==> src/rtl/sprite_pkg.sv <==
// Shared types and constants for the sprite renderer and its animation sequencer.
package sprite_pkg;

    typedef enum logic [1:0] {
        IDLE = 2'd0,
        PLAY = 2'd1,
        HOLD = 2'd2
    } anim_state_t;

    localparam int H_ACTIVE       = 640;
    localparam int V_ACTIVE       = 480;
    localparam int TRANSP_DEFAULT = 0;

endpackage

==> src/rtl/sprite_anim_seq.sv <==
// Animation sequencer: steps the sprite frame every (anim_rate+1) frame_ticks, looping or one-shot.
module sprite_anim_seq
    import sprite_pkg::*;
#(
    parameter int FRAMES = 4,
    parameter int RATE_W = 4,
    localparam int FW    = (FRAMES > 1) ? $clog2(FRAMES) : 1
) (
    input  logic              vga_clk,
    input  logic              reset,
    input  logic              frame_tick,
    input  logic              anim_start,
    input  logic              anim_loop,
    input  logic [RATE_W-1:0] anim_rate,
    output logic [FW-1:0]     anim_frame,
    output logic              anim_done,
    output anim_state_t       anim_state
);

    localparam logic [FW-1:0] LAST = FW'(FRAMES - 1);

    anim_state_t       state_n;
    logic [FW-1:0]     frame_n;
    logic [RATE_W-1:0] cnt, cnt_n;
    logic              done_n;

    always_ff @(posedge vga_clk or posedge reset) begin
        if (reset) begin
            anim_state <= IDLE;
            anim_frame <= '0;
            cnt        <= '0;
            anim_done  <= 1'b0;
        end else begin
            anim_state <= state_n;
            anim_frame <= frame_n;
            cnt        <= cnt_n;
            anim_done  <= done_n;
        end
    end

    // anim_start overrides everything, including a coincident tick.
    always_comb begin
        state_n = anim_state;
        frame_n = anim_frame;
        cnt_n   = cnt;
        done_n  = 1'b0;
        if (anim_start) begin
            state_n = PLAY;
            frame_n = '0;
            cnt_n   = '0;
        end else if (anim_state == PLAY && frame_tick) begin
            if (cnt != anim_rate) begin
                cnt_n = cnt + 1'b1;
            end else begin
                cnt_n = '0;
                if (anim_frame == LAST) begin
                    if (anim_loop) begin
                        frame_n = '0;
                    end else begin
                        state_n = HOLD;
                        done_n  = 1'b1;
                    end
                end else begin
                    frame_n = anim_frame + 1'b1;
                    if (!anim_loop && frame_n == LAST) begin
                        state_n = HOLD;
                        done_n  = 1'b1;
                    end
                end
            end
        end
    end

endmodule

==> src/rtl/sprite_anim_renderer.sv <==
// Sprite pixel generator: 3-stage pipeline from DrawX/DrawY to palette index and opaque-hit flag.
module sprite_anim_renderer
    import sprite_pkg::*;
#(
    parameter int SPR_W      = 64,
    parameter int SPR_H      = 64,
    parameter int FRAMES     = 4,
    parameter int SCALE_SH   = 1,
    parameter int IDX_W      = 4,
    parameter int TRANSP_IDX = TRANSP_DEFAULT,
    parameter int RATE_W     = 4,
    localparam int AW        = $clog2(FRAMES * SPR_W * SPR_H),
    localparam int FW        = (FRAMES > 1) ? $clog2(FRAMES) : 1
) (
    input  logic              vga_clk,
    input  logic              reset,
    input  logic [9:0]        DrawX,
    input  logic [9:0]        DrawY,
    input  logic              blank,
    input  logic [9:0]        sprite_x,
    input  logic [9:0]        sprite_y,
    input  logic              flip,
    input  logic              frame_tick,
    input  logic              anim_start,
    input  logic              anim_loop,
    input  logic [RATE_W-1:0] anim_rate,
    output logic [AW-1:0]     rom_address,
    input  logic [IDX_W-1:0]  rom_q,
    output logic [IDX_W-1:0]  pix_idx,
    output logic              pix_hit,
    output logic [FW-1:0]     anim_frame,
    output logic              anim_done,
    output anim_state_t       anim_state
);

    localparam int LXW = (SPR_W > 1) ? $clog2(SPR_W) : 1;
    localparam int LYW = (SPR_H > 1) ? $clog2(SPR_H) : 1;

    sprite_anim_seq #(.FRAMES(FRAMES), .RATE_W(RATE_W)) u_seq (
        .vga_clk    (vga_clk),
        .reset      (reset),
        .frame_tick (frame_tick),
        .anim_start (anim_start),
        .anim_loop  (anim_loop),
        .anim_rate  (anim_rate),
        .anim_frame (anim_frame),
        .anim_done  (anim_done),
        .anim_state (anim_state)
    );

    // Unsigned subtraction at 11 bits: bit 10 set means the pixel is left of / above the sprite.
    logic [10:0] dx, dy;
    logic        inside_c;
    assign dx = {1'b0, DrawX} - {1'b0, sprite_x};
    assign dy = {1'b0, DrawY} - {1'b0, sprite_y};
    assign inside_c = !dx[10] && !dy[10]
                   && (({1'b0, dx[9:0]} >> SCALE_SH) < 11'(SPR_W))
                   && (({1'b0, dy[9:0]} >> SCALE_SH) < 11'(SPR_H));

    logic [9:0]    dx_s1, dy_s1;
    logic          inside_s1, blank_s1, flip_s1;
    logic [FW-1:0] frame_s1;

    // frame_s1 only moves on frame_tick so one scan always reads a single frame.
    always_ff @(posedge vga_clk or posedge reset) begin
        if (reset) begin
            dx_s1     <= '0;
            dy_s1     <= '0;
            inside_s1 <= 1'b0;
            blank_s1  <= 1'b0;
            flip_s1   <= 1'b0;
            frame_s1  <= '0;
        end else begin
            dx_s1     <= dx[9:0];
            dy_s1     <= dy[9:0];
            inside_s1 <= inside_c;
            blank_s1  <= blank;
            flip_s1   <= flip;
            if (frame_tick) frame_s1 <= anim_frame;
        end
    end

    logic [LXW-1:0] lx, lxf;
    logic [LYW-1:0] ly;
    logic [AW-1:0]  addr_c;
    assign lx  = LXW'(dx_s1 >> SCALE_SH);
    assign ly  = LYW'(dy_s1 >> SCALE_SH);
    assign lxf = flip_s1 ? (LXW'(SPR_W - 1) - lx) : lx;
    assign addr_c = AW'(frame_s1) * AW'(SPR_W * SPR_H) + AW'(ly) * AW'(SPR_W) + AW'(lxf);

    logic inside_s2, blank_s2;

    always_ff @(posedge vga_clk or posedge reset) begin
        if (reset) begin
            rom_address <= '0;
            inside_s2   <= 1'b0;
            blank_s2    <= 1'b0;
            pix_idx     <= '0;
            pix_hit     <= 1'b0;
        end else begin
            if (inside_s1) rom_address <= addr_c;
            inside_s2 <= inside_s1;
            blank_s2  <= blank_s1;
            pix_idx   <= rom_q;
            pix_hit   <= inside_s2 & blank_s2 & (rom_q != IDX_W'(TRANSP_IDX));
        end
    end

endmodule
==> config.mk <==
export PLATFORM = sky130hd
export DESIGN_NAME = sprite_anim_renderer
export DESIGN_NICKNAME = d
export VERILOG_FILES = /design/src/rtl/sprite_pkg.sv /design/src/rtl/sprite_anim_seq.sv /design/src/rtl/sprite_anim_renderer.sv
export SDC_FILE = /design/constraint.sdc
export NUM_CORES = 1
export LEC_CHECK = 0
export ABC_AREA = 1
export CAP_MARGIN = 20
export CORE_MARGIN = 8
export CORE_UTILIZATION = 35
export DETAILED_ROUTE_END_ITERATION = 16
export DONT_BUFFER_PORTS = 1
export PLACE_DENSITY = 0.45
export SLEW_MARGIN = 5
export SYNTH_ARGS = -nofsm -noshare
export SYNTH_HDL_FRONTEND = slang
export SYNTH_HIERARCHICAL = 1
export SYNTH_SLANG_ARGS = --single-unit
==> constraint.sdc <==
create_clock -name vga_clk -period 2.4 [get_ports vga_clk]
set_input_delay 0.24 -clock vga_clk [delete_from_list [all_inputs] [get_ports vga_clk]]
set_output_delay 0.24 -clock vga_clk [all_outputs]
set_load 0.02 [all_outputs]
==> metrics.md, run 1 <==
| Metric | Value |
|---|---|
| Final Total Pwr | 2030 uW |
| Post-CTS Resized | 0 |
| Clock buffer depth | 2 |
| Worst Setup Start Kind | register |
| Clock root cell | clkbuf_8 |
| Hpwl dp | ~5100 um |
| Async S/R FF share, synth | 100% |
| Pwr per Cell Area | around 630 mW/mm2 |
| Most common cell after layout, fill and taps aside | nand2_1 |
| Post-Syn Instances | a little under 400 |
| Worst slew margin | a little over 60% |
| Nets | about 480 |
| TritonCTS Buffers | 5 |
| YS warnings | 6 |
| CP arrival | around 1700 ps |
| Initial antenna violation count | 0 |
| Worst slack, placed | roughly 760 ps |
| Ys flop type | dfrtp_1 |
| Share of layout cells above drive strength 1 | 7.92% |
| Iteration-0 DRC Markers | 47 |
| P&R area growth vs syn | 10.2% |
| Max Cap Viol | 0 |
| Worst setup margin | around 930 ps |
| Register area share after synthesis | 40.1% |
| Number of vias per cell | around 4.4 |
| TritonCTS clock tree | done |
| Inserted Diodes | 0 |
| Post-Syn Nets | 470 |
| Maximum VDD drop | just under 0.2 mV |
| Fin crit share | roughly 61% |
| Pins Over Slew Limit | 0 |
| Static leakage | roughly 0.0018 uW |
| # rows | 33 |
| Clock latency on the worst-skew pair | about 290 ps |
| Clock-pin slew on the worst setup and hold paths | approximately 80 ps |
| Drc violations | 0 |
| Top routing layer in use | met4 |
| Via count | between 2000 and 2500 |
| Setup Fix Bufs, Post-CTS | 0 |
| Req. time, crit path | ~2600 ps |
| DRT Wirelength | approximately 6000 um |
| Post-synth top area cell | dfrtp_1 |
| GR Util All Layers | between 10% and 20% |
| Post-route ant nets | 0 |
| Most frequent cells in the layout | nand2_1 (123), inv_1 (79), dfrtp_1 (47) |
| Final setup viols | 0 |
| Share of the synthesized area in the top cell type | roughly two fifths |
| Starting Density | a little over a third |
| Die area | ~0.012 mm2 |
| Final instance area | roughly 0.0032 mm2 |
| Met3 routed WL | 411 um |
| WL per Instance | 12.0 um |
| Core area | ~0.008 mm2 |
| Final hold vios | 0 |
| Clk_skew | 1.99 ps |
| Vias in the first global route | 2209 |
| Fin util | roughly 40% |
| Crit Path Category | reg -> reg |
| Io pins | between 70 and 80 |
| Synth Register Bits | between 40 and 50 |
| Max FO, Critical Path | 6 |
| Port Buffers | 0 |
| Status | complete, no violations |
| WL met1 | ~3000 um |
| Crit end category | register |
| RSZ-0062 raised after global routing | false |
| Area after DPL | slightly above 0.003 mm2 |
| Global route total overflow | 0 |
| Routability cong. | around 0.81 |
| Die Y-Extent | roughly 110 um |
| Avg Cell Area, Syn | 7.48 um2 |
| Die W | roughly 110 um |
| Mapped Area | between 0.002 and 0.003 mm2 |
| Worst slew pin tran | slightly below 600 ps |
| Post-synth EDFFs | 0 |
| Clk sink count | 47 |
| First-pass GRT wire length | 10300 um |
| Post-synthesis cell type count | 23 |
| Fmax | a little under 0.7 GHz |
| Fillcell total | between 800 and 900 |
| Drt first pass iters | 4 |
| Synth top area cells | dfrtp_1 (40%), nand2_1 (16%), inv_1 (10%) |
| Htree depth | 2 |
| Largest net degree at the start of global routing | 39 |
| HP Class | in -> reg |
| Met2 WL | 2730 um |
| Post-route setup TNS | 0 ps |
| Post-route minimum period | 1470 ps |
path summary, 6_finish.rpt:
kind                       depth (start not counted)                   to  slack, ps                 from
max                                                6  u_seq/anim_state[0]        930  u_seq/anim_frame[0]
min reg2reg                                        0             blank_s2        350             blank_s1
min                                                1  u_seq/anim_state[1]         40           anim_start
min in group asynchronous                          2  u_seq/anim_frame[0]        380                reset
max reg2reg                                        6  u_seq/anim_state[0]        930  u_seq/anim_frame[0]
max in group asynchronous                          3      rom_address[10]       1550                reset
what timing repair did:
action	4_1_cts	5_1_grt
endpoints found under the setup margin	0	0
hold endpoints to repair	53	0
hold buffers	7	0
power by group:
| part | leakage [uW] | internal, uW | switching [uW] |
|---|---|---|---|
| Sequential | 0.000599 | 900 | 145 |
| Clock | 0.0000513 | 305 | 246 |
| Combinational | 0.00115 | 177 | 252 |
| Total | 0.00181 | 1380 | 644 |
metrics by stage:
step	instances	hold WS, ps
final	509	36.4
after global routing	509	12.8
after CTS	509	24.2
after detailed placement	495	127
after global placement	495	126
after floorplan	392	67.9
critical path, stage by stage (launching register included):
cell     delay (ps)
dfrtp_1         560
ha_1            260
nor2_1           60
nor3_1          200
nand3_1         140
o21ai_0         100
inv_1            50
cell usage after synthesis, types with 4 or more instances:
library cell and number:
nor2_2 6, xor2_1 7, nand4_1 6, dfrtp_1 47, nand2_1 123, nand2_2 10
inv_1 79, xnor2_1 11, a21oi_1 14, nand3_1 15, nor2_1 20, ha_1 21
o21ai_0 13, inv_2 4
layout make-up:
type                            count  area [um2]  share of cell area (%)
Inverter                           83         312                    9.64
Tap cell                          105         131                    4.07
Clock inverter                      1        30.0                   0.930
Sequential cell                    47        1180                    36.4
Clock buffer                        6        72.6                    2.25
Timing Repair Buffer                8        77.6                    2.40
Multi-Input combinational cell    259        1430                    44.3
metal layers:
| metal | GRT usage, % | vias up |
|---|---|---|
| met2 | 17.5 | 59 |
| met3 | 2.81 | 5 |
| met4 | 2.97 | 0 |
| li1 | - | 1205 |
| met5 | 0 | - |
| met1 | 13.6 | 972 |
cell families (layout without fill, tap and decap cells):
| family | Yosys count | in the layout | synth area share (%) |
|---|---|---|---|
| DFF | 47 | 47 | 40.1 |
| adders and majority gates | 23 | 23 | 10.3 |
| buffers and inverters | 86 | 98 | 11.0 |
| xor gates and xnor gates | 18 | 18 | 5.38 |
| AOI/OAI and AO/OA | 29 | 29 | 5.12 |
| and+or+nand+nor | 189 | 189 | 28.0 |
sequential cells by signal (all words and copies together) (netlist names), 2 cells and up:
| signal | flops |
|---|---|
| dx_s1 | 6 |
| dy_s1 | 6 |
| frame_s1 | 2 |
| pix_idx | 4 |
| rom_address | 14 |
| u_seq/anim_frame | 2 |
| u_seq/anim_state | 2 |
| u_seq/cnt | 4 |
Note: power is estimated with default switching activity, not from simulation.
==> run 2, diff against run 1 <==
--- a/config.mk
+++ b/config.mk
@@ -11,7 +11,7 @@
 export CORE_UTILIZATION = 35
 export DETAILED_ROUTE_END_ITERATION = 16
 export DONT_BUFFER_PORTS = 1
-export PLACE_DENSITY = 0.45
+export PLACE_DENSITY = 0.47
 export SLEW_MARGIN = 5
 export SYNTH_ARGS = -nofsm -noshare
 export SYNTH_HDL_FRONTEND = slang
==> constraint.sdc (replaced) <==
create_clock -name vga_clk -period 1.3 [get_ports vga_clk]
set_input_delay 0.13 -clock vga_clk [delete_from_list [all_inputs] [get_ports vga_clk]]
set_output_delay 0.13 -clock vga_clk [all_outputs]
set_load 0.02 [all_outputs]
==> run 2 against run 1 <==
Net effect:
- wire length up 1.3%
- sequential share of layout area decreased by 3.3 points
- combinational power increased by 130%
- via count up 6.2%
- die area stayed put
- clock-buffer cell count unchanged
- cell area increased by 9.8%
- non-clock buffer count is 35 higher
- critical path type unchanged
- largest cell class unchanged
==> metrics.md, run 2 (synthesis results as in run 1) <==
| Metric | Value |
|---|---|
| WL per Instance | approximately 11 um |
| Largest regs | rom_address: 14 flops, dx_s1: 6 flops, dy_s1: 6 flops |
| Sw Share | between 20% and 30% |
| Area after DPL | between 0.003 and 0.004 mm2 |
| Slowest library cell on the worst path | dfrtp_1 |
| Clk sink count | 47 |
| Die Y-Extent | ~110 um |
| RSZ-0062 raised after global routing | true |
| CP arrival | about 1400 ps |
| Global route total overflow | 0 |
| Starting Density | a little over a third |
| Crit end category | register |
| Vias in the first global route | 2356 |
| Via count | 2380 |
| Clock buffer depth | 2 |
| Io pins | 79 |
| Share of layout cells above drive strength 1 | between 10% and 20% |
| Final Total Pwr | 4130 uW |
| Drc violations | 0 |
| Clock-pin slew on the worst setup and hold paths | 80 ps |
| First-pass GRT wire length | ~11000 um |
| Sequential fraction of design power | between 40 and 50% |
| Worst setup margin | about 84 ps |
| Hpwl dp | ~5100 um |
| Number of vias per cell | about 4.4 |
| Iteration-0 DRC Markers | between 50 and 60 |
| Fin crit share | between 90% and 100% |
| Max FO, Critical Path | 4 |
| Clk_skew | 6.42 ps |
| Die W | approximately 110 um |
| Initial antenna violation count | 0 |
| Htree depth | 2 |
| Port Buffers | 0 |
| HP Class | in -> reg |
| TritonCTS clock tree | done |
| Die area | roughly 0.012 mm2 |
| Max FFs per register | 14 |
| Largest net degree at the start of global routing | 39 |
| Switching pwr | between 1000 and 1500 uW |
| Buffers & Inverters on Critical Path | 1 |
| Fmax | 0.823 GHz |
| GR Util All Layers | ~11% |
| Max Cap Viol | 0 |
| Core area | between 0.008 and 0.009 mm2 |
| Routability cong. | 0.810 |
| CP max stage delay | 410 ps |
| Pwr per Cell Area | approximately 1200 mW/mm2 |
| Post-route minimum period | 1220 ps |
| Pins Over Slew Limit | 0 |
| Maximum VDD drop | about 0.48 mV |
| Worst Setup Start Kind | register |
| Req. time, crit path | between 1000 and 1500 ps |
| Status | complete, no violations |
| WHS | 30.6 ps |
| Post-route ant nets | 0 |
| Final instance area | ~0.0035 mm2 |
| Nets | ~520 |
| Static leakage | between 0.0015 and 0.002 uW |
| # rows | 33 |
| Clock latency on the worst-skew pair | 290 ps |
| Largest register by flop count | rom_address |
| Most frequent cells in the layout | nand2_1 (123), inv_1 (79), dfrtp_1 (47) |
| Drt first pass iters | 4 |
| Crit Path Category | reg -> reg |
| Clock root cell | clkbuf_8 |
| TritonCTS Buffers | 5 |
| Final setup viols | 0 |
| Worst slew pin tran | between 400 and 500 ps |
| Final hold vios | 0 |
| Most common cell after layout, fill and taps aside | nand2_1 |
| Crit-path cells | ha_2, nor2_2, nor3_2, nand3_1, o21ai_1, inv_1 |
| DRT Wirelength | 6200 um |
| P&R area growth vs syn | 21.1% |
| Clk pwr share | between 20% and 30% |
| Inserted Diodes | 0 |
| Top delay family on crit path | flip-flops |
| Worst slew margin | about two thirds |
| Worst slack, placed | -79.1 ps |
| Internal power | roughly 2900 uW |
| Combinational share of power | 24.2% |
-- run 2: changes by cell type in the layout (fill, tap and decap cells not counted), sizes merged --
cell | previous run | this run
buf | 1 | 34
bufinv | 1 | 2
dlygate4sd3 | 7 | 9
-- run 2: final cells by class --
cell class                 instances  area (um2)
multi-input combinational        259        1450
fill                             850        4630
clock inverter                     2        60.1
tap                              105         131
sequential                        47        1180
timing repair buffer              43         345
inverter                          83         312
clock buffer                       6        72.6
-- run 2: metrics by stage --
step | utilization (%) | setup TNS [ps] | std cells
finish | 43.4 | 0 | 545
global route | 43.4 | -15.0 | 545
CTS | 42.9 | 0 | 542
detailed placement | 40.2 | -79.1 | 525
global placement | 40.2 | -53.7 | 525
floorplan | - | 0 | 392
-- run 2: power groups by stage --
stage,Clock [uW],Sequential (uW),Combinational [uW]
global placement,0,1930,957
finish,1240,1890,998
detailed placement,0,1930,966
CTS,1300,1900,994
floorplan,0,1910,654
global route,1360,1920,1160
-- run 2: repair_timing --
item | in CTS | in global routing
resized for setup | 0 | 5
hold buffers | 9 | 0
endpoints found under the setup margin | 0 | 2
endpoints found under the hold margin | 58 | 0
setup buffers | 0 | 3
-- run 2: worst reg2reg max path, cell delays in order (launching register included) --
cell and delay [ps]:
dfrtp_1 410, ha_2 230, nor2_2 40, nor3_2 150, nand3_1 140, o21ai_1 100, inv_1 50
-- run 2: metal layers --
metal / up-vias / share of wire, % / track usage (%)
li1: 1279 / - / -
met1: 1033 / 47 / 14.1
met2: 61 / 46 / 18.5
met3: 7 / 5.9 / 2.69
met4: 0 / 1.4 / 3.67
met5: - / 0 / 0
-- run 2: path summary, 6_finish.rpt --
| path | slack, ps | depth (start not counted) | endpoint | startpoint |
|---|---|---|---|---|
| max | 80 | 6 | u_seq/anim_state[0] | u_seq/anim_frame[1] |
| min | 30 | 3 | u_seq/anim_frame[0] | anim_start |
| max reg2reg | 80 | 6 | u_seq/anim_state[0] | u_seq/anim_frame[1] |
| min reg2reg | 350 | 0 | blank_s2 | blank_s1 |
| max in group asynchronous | 550 | 3 | rom_address[10] | reset |
| min in group asynchronous | 270 | 2 | u_seq/anim_state[1] | reset |
==> run 3, diff against run 2 <==
--- a/config.mk
+++ b/config.mk
@@ -12,7 +12,7 @@
 export DETAILED_ROUTE_END_ITERATION = 16
 export DONT_BUFFER_PORTS = 1
 export PLACE_DENSITY = 0.47
-export SLEW_MARGIN = 5
+export SKIP_LAST_GASP = 1
 export SYNTH_ARGS = -nofsm -noshare
 export SYNTH_HDL_FRONTEND = slang
 export SYNTH_HIERARCHICAL = 1
==> results of run 3 <==
Same layout as run 2: the final DEF is identical, and so are final timing and power.
